--- src/rtl/uart_tx_scheduler_pkg.sv ---
// Shared definitions for the UART transmit scheduler: FSM state encoding and
// the sizing rule for the shared gap/timeout counter.
package uart_sched_defs;

    localparam logic [1:0] IDLE = 2'd0;
    localparam logic [1:0] WAIT = 2'd1;
    localparam logic [1:0] GAP  = 2'd2;

    // Bits needed for one counter that serves both the watchdog and the gap.
    function automatic int cnt_width(input int timeout_cycles, input int gap_cycles);
        int m;
        int w;
        m = (timeout_cycles > gap_cycles) ? timeout_cycles : gap_cycles;
        w = 1;
        while ((1 << w) < m) begin
            w = w + 1;
        end
        return w;
    endfunction

endpackage

--- src/rtl/uart_tx_scheduler_rr_pick.sv ---
// Combinational round-robin selector: first requester found scanning upward
// from last+1 with wrap-around.
module uart_rr_pick #(
    parameter int NUM_REQ = 4,
    localparam int IW = $clog2(NUM_REQ)
) (
    input  logic [NUM_REQ-1:0] req,
    input  logic [IW-1:0]      last,
    output logic               valid,
    output logic [IW-1:0]      idx
);

    // Walk offsets from farthest to nearest so the nearest match is kept.
    always_comb begin
        valid = 1'b0;
        idx   = '0;
        for (int off = NUM_REQ; off >= 1; off--) begin
            int cand;
            logic [IW-1:0] c;
            cand = int'(last) + off;
            if (cand >= NUM_REQ) begin
                cand = cand - NUM_REQ;
            end
            c = IW'(cand);
            if (req[c]) begin
                valid = 1'b1;
                idx   = c;
            end
        end
    end

endmodule

--- src/rtl/uart_tx_scheduler.sv ---
// Round-robin scheduler sharing one UART transmitter between NUM_REQ byte
// producers, with inter-frame gap and a donetx watchdog.
module uart_tx_scheduler
    import uart_sched_defs::*;
#(
    parameter int NUM_REQ        = 4,
    parameter int TIMEOUT_CYCLES = 1250,
    parameter int GAP_CYCLES     = 2
) (
    input  logic                       clk,
    input  logic                       rst,
    input  logic [NUM_REQ-1:0]         req,
    input  logic [8*NUM_REQ-1:0]       din,
    output logic [NUM_REQ-1:0]         gnt,
    output logic [NUM_REQ-1:0]         done,
    output logic                       uart_newd,
    output logic [7:0]                 uart_dintx,
    input  logic                       uart_donetx,
    output logic                       busy,
    output logic [$clog2(NUM_REQ)-1:0] owner,
    output logic                       timeout_err
);

    localparam int IW = $clog2(NUM_REQ);
    localparam int CW = cnt_width(TIMEOUT_CYCLES, GAP_CYCLES);

    localparam logic [CW-1:0]      TO_LAST  = CW'(TIMEOUT_CYCLES - 1);
    localparam logic [CW-1:0]      GAP_LAST = (GAP_CYCLES > 0) ? CW'(GAP_CYCLES - 1) : '0;
    localparam logic [1:0]         POST     = (GAP_CYCLES > 0) ? GAP : IDLE;
    localparam logic [NUM_REQ-1:0] ONE      = NUM_REQ'(1);
    localparam logic [IW-1:0]      LAST_RST = IW'(NUM_REQ - 1);

    logic [1:0]    state;
    logic [CW-1:0] cnt;
    logic [IW-1:0] last;
    logic          pick_valid;
    logic [IW-1:0] pick_idx;

    uart_rr_pick #(
        .NUM_REQ(NUM_REQ)
    ) u_pick (
        .req  (req),
        .last (last),
        .valid(pick_valid),
        .idx  (pick_idx)
    );

    always_ff @(posedge clk) begin
        if (rst) begin
            state       <= IDLE;
            cnt         <= '0;
            last        <= LAST_RST;
            gnt         <= '0;
            done        <= '0;
            uart_newd   <= 1'b0;
            uart_dintx  <= 8'h00;
            busy        <= 1'b0;
            owner       <= '0;
            timeout_err <= 1'b0;
        end else begin
            gnt         <= '0;
            done        <= '0;
            uart_newd   <= 1'b0;
            timeout_err <= 1'b0;
            case (state)
                IDLE: begin
                    if (pick_valid) begin
                        gnt        <= ONE << pick_idx;
                        uart_newd  <= 1'b1;
                        uart_dintx <= din[8*pick_idx +: 8];
                        owner      <= pick_idx;
                        last       <= pick_idx;
                        state      <= WAIT;
                        busy       <= 1'b1;
                        cnt        <= '0;
                    end
                end
                WAIT: begin
                    // donetx takes precedence over a watchdog expiry on the same edge.
                    if (uart_donetx) begin
                        done  <= ONE << owner;
                        state <= POST;
                        busy  <= (POST != IDLE);
                        cnt   <= '0;
                    end else if (cnt == TO_LAST) begin
                        timeout_err <= 1'b1;
                        state       <= POST;
                        busy        <= (POST != IDLE);
                        cnt         <= '0;
                    end else begin
                        cnt <= cnt + 1'b1;
                    end
                end
                GAP: begin
                    if (cnt == GAP_LAST) begin
                        state <= IDLE;
                        busy  <= 1'b0;
                        cnt   <= '0;
                    end else begin
                        cnt <= cnt + 1'b1;
                    end
                end
                default: begin
                    state <= IDLE;
                    busy  <= 1'b0;
                    cnt   <= '0;
                end
            endcase
        end
    end

    a_gnt_onehot: assert property (@(posedge clk) disable iff (rst) $onehot0(gnt));
    a_done_onehot: assert property (@(posedge clk) disable iff (rst) $onehot0(done));
    a_newd_with_gnt: assert property (@(posedge clk) disable iff (rst) uart_newd |-> (gnt != '0));
    a_newd_single: assert property (@(posedge clk) disable iff (rst) uart_newd |=> !uart_newd);

endmodule

--- config.mk ---
export PLATFORM = sky130hd
export DESIGN_NAME = uart_tx_scheduler
export DESIGN_NICKNAME = d
export VERILOG_FILES = /design/src/rtl/uart_tx_scheduler_pkg.sv /design/src/rtl/uart_tx_scheduler_rr_pick.sv /design/src/rtl/uart_tx_scheduler.sv
export SDC_FILE = /design/constraint.sdc
export NUM_CORES = 1
export LEC_CHECK = 0
export ABC_AREA = 1
export ABC_CLOCK_PERIOD_IN_PS = 2000
export BUFFER_PORTS_ARGS = -buffer_cell sky130_fd_sc_hd__buf_2
export CAP_MARGIN = 5
export CORE_MARGIN = 2
export CORE_UTILIZATION = 39
export DETAILED_ROUTE_END_ITERATION = 10
export SLEW_MARGIN = 15
export SYNTH_ARGS = -nofsm -noshare
export SYNTH_HDL_FRONTEND = slang
export SYNTH_SLANG_ARGS = --single-unit
--- constraint.sdc ---
create_clock -name clk -period 2 [get_ports clk]
set_input_delay 0 -clock clk [delete_from_list [all_inputs] [get_ports clk]]
set_output_delay 0 -clock clk [all_outputs]
set_load 0.01 [all_outputs]
After elaboration in Yosys (flattened, before gate mapping)
Cells that the tools add are included.
{"block": "classes", "bitwise_logic": 4, "n_addsub": 9, "n_reduce_logical": 7, "shifts": 3, "muxes": 37, "n_eq_ne": 7, "order_cmp": 8}
{"operator": "$mux 11", "count": 4}
{"operator": "$pmux 11 s3", "count": 1}
{"operator": "$shiftx 32x6->8", "count": 1}
{"operator": "$mux 2", "count": 12}
{"operator": "$mux 1", "count": 14}
{"operator": "$lt 2x3->1 const B", "count": 4}
{"operator": "$add 11x1->11 const B", "count": 1}
{"operator": "$eq 11x1->1 const B", "count": 1}
{"operator": "$eq 11x11->1 const B", "count": 1}
{"operator": "$ge 3x3->1 const B", "count": 3}
{"operator": "$reduce_or 3->1", "count": 3}
{"operator": "$bmux 1 s2", "count": 4}
{"operator": "$shl 1x2->4 const A", "count": 2}
{"operator": "$sub 2x1->2 const B", "count": 4}
{"operator": "$add 2x2->3 const B", "count": 2}
{"operator": "$pmux 2 s3", "count": 1}
{"operator": "$add 2x3->4 const B", "count": 1}
{"operator": "$ge 4x3->1 const B", "count": 1}
{"operator": "$ne 2x2->1 const B", "count": 2}
{"operator": "$not 1->1", "count": 4}
{"operator": "$add 2x1->3 const B", "count": 1}
{"operator": "$ne 3x3->1 const B", "count": 1}
{"operator": "$pmux 1 s3", "count": 1}
{"operator": "$reduce_and 3->1", "count": 1}
{"operator": "5 further kinds", "count": 5}
{"block": "totals", "output_inout_bits": 21, "register_bits": 36, "inputBits": 39, "wordCells": 85}

Longest topological paths before layout
Gate-level depths: netlist of the first run.
{"block": "logic_depth", "depth_word": 11, "depth_mapped": 15}

Hierarchy
A second synthesis of the first run with hierarchy kept.
{"block": "unflattened", "cells_unflattened": 298, "area_unflattened_um2": 1995.7}
{"module": "uart_tx_scheduler", "instances": 1, "cells_each": 247, "area_per_inst_um2": 1749.2, "seq_area_each_um2": 720.7}
{"module": "uart_rr_pick", "instances": 1, "cells_each": 51, "area_per_inst_um2": 246.5, "seq_area_each_um2": 0.0}

Worst setup path before layout of the first run
OpenSTA, ideal clock, no wires.
{"block": "synth_timing", "kind": "reg2reg", "start": "register last[0]", "end": "register cnt[9]", "required_time_ps": 1880, "path_slack_ps": 441, "arrival_ps": 1439, "synth_period_minus_slack_ps": 1559, "setup_time_ps": 120, "path_stages_with_launch": 13, "path_buffers": 2, "path_cell_list": "dfxtp_1 -> buf_6 -> inv_6 -> nand2_1 -> nand2_1 -> nand2_2 -> nor3_4 -> nand2_4 -> buf_4 -> nand3_1 -> inv_1 -> a21oi_1 -> nor3_1"}
{"block": "synth_between", "elab_chain_len": 10, "word_cells_on_any_way": 29, "classes_between": "8 x add/sub; 4 x order compare; 1 x eq/ne; 16 x mux"}
{"element": "start: declaration", "line_no": "uart_tx_scheduler.sv:35", "source": "logic [IW-1:0] last;"}
{"element": "start signal: assignment", "line_no": "uart_tx_scheduler.sv:72", "source": "last <= pick_idx;"}
{"element": "$add 2x3->4", "line_no": "uart_tx_scheduler_rr_pick.sv:20", "source": "cand = int'(last) + off;"}
{"element": "$ge 4x3->1 / $sub 2x1->2 (equally long branches)", "line_no": "uart_tx_scheduler_rr_pick.sv:21, uart_tx_scheduler_rr_pick.sv:22"}
{"element": "$mux 2", "line_no": "uart_tx_scheduler_rr_pick.sv:21", "source": "if (cand >= NUM_REQ) begin"}
{"element": "$bmux 1 s2", "line_no": "uart_tx_scheduler_rr_pick.sv:25", "source": "if (req[c]) begin"}
{"element": "$mux 1 (implied by the code)", "line_no": "uart_tx_scheduler_rr_pick.sv:25"}
{"element": "$mux 1 (3 in series)", "line_no": "uart_tx_scheduler_rr_pick.sv:25"}
{"element": "$mux 1 *", "line_no": "uart_tx_scheduler_rr_pick.sv:25"}
{"element": "$ne 2x2->1 (no line) *"}
{"element": "end signal: assignment", "line_no": "uart_tx_scheduler.sv:91", "source": "cnt <= cnt + 1'b1;"}
{"element": "end signal: assignment", "line_no": "uart_tx_scheduler.sv:100", "source": "cnt <= cnt + 1'b1;"}
{"element": "end: declaration", "line_no": "uart_tx_scheduler.sv:34", "source": "logic [CW-1:0] cnt;"}
Mark *: on every way between the ends. The rest lies on a longest branch, timed or not. The select of a mux whose other input is x is not followed.
A chain may end at the register's enable or synchronous reset.

Worst setup path in the final report of the first run
Same ends and word-level chain as after synthesis.

==> impl_metrics.json, run 1 <==
{
  "status": "finished clean",
  "max_slew.worst_pin.slew_ns": 0.355,
  "antenna_cells": 0,
  "fmax_ghz": 0.557,
  "grtUsageMet1": 0.197,
  "max_cap_violations": 0,
  "drc": 0,
  "grt_usage": 0.164,
  "via_count": 1971,
  "rows": 26,
  "drt_iter0_drc": 84,
  "final_util": 0.493,
  "cts_setup_buffers": 0,
  "clock-root-buffer": "clkbuf_8",
  "synth_fp_nets": 345,
  "fin_area_mm2": 0.00255,
  "finalNetCount": 406,
  "grt_busiest_layer": "met2",
  "postPlaceCellArea_mm2": 0.00245,
  "antenna_found_initial": 0,
  "path_clk_slew_ns": 0.07,
  "cts_tree": "done",
  "p_leak_nw": 1.34,
  "cp.arrival_ns": 2.00,
  "grtUsageMet2": 0.294,
  "finClkSkew_ns": 0.00445,
  "power_density_mw_per_mm2": 1360,
  "synth-seq-cells": 36,
  "htreeDepth": 2,
  "dr.pass1.iters": 4,
  "grt_pass1_vias": 1908,
  "clk_path_buf_depth": 2,
  "setup_viol": 0,
  "critPathKind": "register to register",
  "die-area_mm2": 0.00606,
  "yosysTopAreaCell": "dfxtp_1",
  "drive_above_1_share": 0.314,
  "wirelength_um": 4680,
  "rsz0062_at_grt": "no",
  "worstSkewPairLatency_ns": 0.28,
  "cts-buffers-inserted": 5,
  "synth_warnings": 0,
  "fillers": 544,
  "gp_congestion": 0.868,
  "end_kind": "register",
  "setup_tns_ns": 0,
  "die_x_um": 77.8,
  "start_kind": "register",
  "io_pins": 60,
  "antenna_left": 0,
  "ys_seq_area_frac": 0.339,
  "dpl.hpwl_um": 3630,
  "min_period_over_period": 0.898,
  "synth_area_leaders": "dfxtp_1 34%, nand2_1 12%, nand3_1 9.2%, inv_1 7.6%, nand2_2 5.3%",
  "report.final.slew_viol_count": 0,
  "avgSynthCellArea_um2": 7.06,
  "core-area_mm2": 0.00517,
  "grt_pass1_wl_um": 8160,
  "grt_max_degree": 18,
  "met3_usage": 0.0314,
  "crit_required_ns": 2.21,
  "area_growth_pct": 20.0,
  "syn_inst": 301,
  "portBuffers": 59,
  "synth-edff-count": 0,
  "synthesis.area_mm2": 0.00213,
  "vdd_drop_max_uv": 482,
  "hold_viol_final": 0,
  "period_needed_ns": 1.80,
  "die_y_um": 77.8,
  "cp_max_fo": 14,
  "gr-total-overflow": 0,
  "rrSetupSlack_ns": 0.20,
  "synth_top_area_frac": 0.339,
  "synth_cell_types": 37,
  "via_per_inst": 4.55,
  "cts_num_sinks": 36,
  "slew_headroom": 0.763,
  "ys.flop_type": "dfxtp_1",
  "start_util": 0.411,
  "avgRoutedWirePerCell_um": 10.8,
  "hold_class": "input pin to register",
  "synthArstFlopShare": 0
}
worst max-delay path, stage by stage (launching register included):
cell and delay, ns:
dfxtp_2 0.45, nand2_1 0.12, nand2_2 0.09, nand2_2 0.08
nor3_4 0.22, nand2_4 0.17, clkinv_2 0.09, o21a_2 0.12
nand2_2 0.17, nor3_1 0.22
area by class of cell:
type                       count  area [um2]  area share
multi-input combinational    210        1150       0.450
sequential                    36         722       0.283
timing repair buffer          61         313       0.123
inverter                      48         189      0.0741
tap                           70        87.6      0.0343
clock buffer                   6        82.6      0.0324
clock inverter                 2        10.0     0.00392
cells in the final DEF (no fill, tap or decap), types with 3 or more instances in the layout:
cell type,count
nand2_4,6
nand3_1,39
nand3_2,3
nor3_2,4
clkbuf_8,6
nor3b_2,3
nor3_1,3
a21oi_1,10
inv_1,43
ha_1,5
clkinv_2,3
nand2_2,18
nand2_1,69
nor2_1,28
buf_2,59
dfxtp_1,35
nand4_1,5
report_power, final:
part	internal, mW	switching [mW]	total (mW)
sequential	0.889	0.104	0.994
clock	0.275	0.252	0.526
combinational	0.669	1.28	1.95
total	1.83	1.64	3.47
path summary, 6_finish.rpt:
path                                     end                        from  cells after the start
setup / recovery         cnt[9]$_SDFFE_PP0P_        last[0]$_SDFFE_PP1P_                      9
hold / removal             busy$_SDFFE_PP0P_                         rst                      2
setup reg to reg         cnt[9]$_SDFFE_PP0P_        last[0]$_SDFFE_PP1P_                      9
hold reg to reg   uart_dintx[4]$_SDFFE_PP0P_  uart_dintx[4]$_SDFFE_PP0P_                      2
logic make-up after synthesis:
logic type / Yosys count / synth area share
flip-flops: 36 / 0.339
AO/OA/AOI/OAI: 19 / 0.0524
buffers and inverters: 55 / 0.121
adder cells (fa/ha/maj): 5 / 0.0294
AND/OR/NAND/NOR: 185 / 0.454
XOR/XNOR: 1 / 0.00412
cells in the mapped netlist (2+ instances only):
library cell	n
nand4_1	5
nand2_4	6
ha_1	5
inv_1	43
nor3b_2	3
buf_6	3
nand3_2	3
inv_2	2
nor2_1	28
nor3_1	3
nor3_2	4
clkbuf_1	2
dfxtp_1	36
nor4_1	2
o21ai_0	2
a21oi_1	10
nand2_1	69
nand2_2	18
nand3_1	39
per-layer routing:
layer,wire length [um],up-vias,part of all wire
li1,-,1068,-
met1,2130,849,0.46
met2,2260,49,0.48
met3,244,5,0.052
met4,44,0,0.0094
met5,0,-,0
what timing repair did:
action	CTS	global route
hold buffers	1	0
resized for setup	0	1
hold endpoints to repair	1	0
endpoints found under the setup margin	0	22
sequential cells by signal, summed over array words and instances (netlist names):
signal,cells
last,2
uart_dintx,8
timeout_err,1
owner,2
cnt,11
gnt,4
done,4
uart_newd,1
state,2
busy,1
metrics by stage:
step	hold WS (ns)	worst slack (ns)	cells	power (mW)
finish	0.00794	0.204	433	3.47
global route	0.0165	0.0108	433	3.82
CTS	0.00470	0.0452	433	3.52
detailed placement	0.232	0.0624	424	2.99
global placement	0.231	0.122	424	2.97
floorplan	0.0786	0.441	301	2.63
No activity file was read; power rests on OpenSTA's default activity.
==> run 2: changes to the inputs <==
CORE_ASPECT_RATIO = 2   (was default)
CORE_MARGIN = default   (was 2)
==> run 2 against run 1 <==
Compared with the run above:
- clock power rose by 19%
- die area fell by 4.8%
- sequential cell count did not move
- maximum frequency rose by 0.34%
- sequential share of layout area fell by 0.14 points
==> impl_metrics.json, run 2 (synthesis gave the netlist of run 1 again) <==
{
  "setup_viol": 0,
  "area_growth_pct": 20.6,
  "fmax_ghz": 0.559,
  "p_sw_frac": 0.466,
  "clock_power_share": 0.173,
  "report.final.slew_viol_count": 0,
  "cts_setup_buffers": 0,
  "antenna_left": 0,
  "die_x_um": 54.2,
  "hold_viol_final": 0,
  "avgRoutedWirePerCell_um": 12.0,
  "critPathTopFamily": "simple AND/OR/NAND/NOR gates",
  "multiInputGateArea_mm2": 0.00115,
  "critPathKind": "register to register",
  "path_cells": "nand2_1 > nand2_2 > nand2_2 > nor3_4 > nand2_4 > clkinv_2 > o21a_2 > nand2_2 > nor3_1",
  "cts_tree": "done",
  "clk_path_buf_depth": 2,
  "min_period_over_period": 0.895,
  "crit_required_ns": 2.21,
  "max_slew.worst_pin.slew_ns": 0.383,
  "worstSkewPairLatency_ns": 0.29,
  "rsz0062_at_grt": "no",
  "gp_congestion": 0.780,
  "wirelength_um": 5080,
  "core-area_mm2": 0.00518,
  "path_common_cell": "nand2_2",
  "hold_class": "input pin to register",
  "via_per_inst": 4.78,
  "via_count": 2016,
  "drt_iter0_drc": 40,
  "drc": 0,
  "vdd_drop_max_uv": 980,
  "start_util": 0.410,
  "grt_pass1_vias": 1833,
  "internal_power_mw": 1.93,
  "path_clk_slew_ns": 0.07,
  "crit_slowest_cell": "dfxtp_2",
  "cp_max_fo": 14,
  "p_leak_nw": 1.35,
  "die-area_mm2": 0.00577,
  "seq_area_um2": 722,
  "cp.arrival_ns": 2.00,
  "power_frac_comb": 0.551,
  "cts_num_sinks": 36,
  "finClkSkew_ns": 0.00560,
  "final_cell_mix": "69 x nand2_1, 59 x buf_2, 43 x inv_1, 39 x nand3_1, 35 x dfxtp_1",
  "htreeDepth": 2,
  "grt_usage": 0.182,
  "io_pins": 60,
  "postPlaceCellArea_mm2": 0.00243,
  "status": "finished clean",
  "reg_top3": "cnt: 11 flops, uart_dintx: 8 flops",
  "setup_tns_ns": 0,
  "fin_area_mm2": 0.00256,
  "max_cap_violations": 0,
  "clock-root-buffer": "clkbuf_8",
  "gr-total-overflow": 0,
  "slew_headroom": 0.745,
  "switchingPower_mw": 1.69,
  "dr.pass1.iters": 4,
  "path_buf_inv": 1,
  "grt_pass1_wl_um": 7650,
  "grt_max_degree": 18,
  "period_needed_ns": 1.79,
  "dpl.hpwl_um": 4080,
  "end_kind": "register",
  "slowest_delay_ns": 0.46,
  "largest_register_ffs": 11,
  "start_kind": "register",
  "portBuffers": 59,
  "rows": 37,
  "antenna_cells": 0,
  "antenna_found_initial": 0,
  "regMostFlops": "cnt",
  "seq_power_share": 0.276,
  "power_density_mw_per_mm2": 1410,
  "drive_above_1_share": 0.310,
  "die_y_um": 106,
  "cts-buffers-inserted": 5,
  "fillers": 559,
  "finalNetCount": 407,
  "final_common_cell": "nand2_1"
}
-- run 2: power groups by stage --
| stage | registers, mW | logic, mW | clock network, mW |
|---|---|---|---|
| 6_report | 0.999 | 2.00 | 0.627 |
| 5_1_grt | 1.02 | 2.24 | 0.682 |
| 4_1_cts | 1.00 | 2.02 | 0.654 |
| 3_5_place_dp | 1.01 | 2.01 | 0 |
| 3_3_place_gp | 1.02 | 1.99 | 0 |
| 2_1_floorplan | 1.04 | 1.59 | 0 |
-- run 2: timing repair --
action	4_1_cts	5_1_grt
hold buffers	2	0
endpoints found under the setup margin	0	26
resized for setup	0	2
endpoints found under the hold margin	2	0
-- run 2: per-layer routing --
| metal | vias up | track usage | wire length (um) |
|---|---|---|---|
| met4 | 0 | 0.0788 | 82 |
| met1 | 906 | 0.152 | 1810 |
| met2 | 35 | 0.363 | 3000 |
| met3 | 6 | 0.0358 | 179 |
| met5 | - | 0 | 0 |
| li1 | 1069 | - | - |
-- run 2: final cells by class --
| type | count | share of cell area |
|---|---|---|
| Multi-Input combinational cell | 210 | 0.448 |
| Sequential cell | 36 | 0.282 |
| Timing Repair Buffer | 62 | 0.126 |
| Inverter | 48 | 0.0747 |
| Clock buffer | 6 | 0.0283 |
| Tap cell | 58 | 0.0283 |
| Clock inverter | 2 | 0.0137 |
-- run 2: worst paths after layout --
| kind | startpoint | endpoint | slack [ns] | depth (start not counted) |
|---|---|---|---|---|
| worst max register to register | last[0]$_SDFFE_PP1P_ | cnt[9]$_SDFFE_PP0P_ | 0.21 | 9 |
| worst min-delay path | din[11] | uart_dintx[3]$_SDFFE_PP0P_ | 0.03 | 5 |
| worst max-delay path | last[0]$_SDFFE_PP1P_ | cnt[9]$_SDFFE_PP0P_ | 0.21 | 9 |
| worst min register to register | uart_dintx[6]$_SDFFE_PP0P_ | uart_dintx[6]$_SDFFE_PP0P_ | 0.45 | 2 |
-- run 2: worst register-to-register path, delay by kind of cell (launching register included) --
| family | cells | cell delay (ns) |
|---|---|---|
| flip-flops | 1 | 0.46 |
| AND/OR/NAND/NOR | 7 | 1.05 |
| AO/OA/AOI/OAI | 1 | 0.12 |
| buffers and inverters | 1 | 0.09 |
-- run 2: through the flow --
stage	instances	total power [mW]	hold slack, ns	utilization	worst slack [ns]
after floorplan	301	2.63	0.0786	-	0.441
after global placement	412	3.01	0.230	0.469	0.0665
after detailed placement	412	3.02	0.242	0.469	0.0456
after CTS	422	3.67	0.0225	0.494	0.0277
after global routing	422	3.94	0.0316	0.494	0.0159
final	422	3.62	0.0317	0.494	0.210
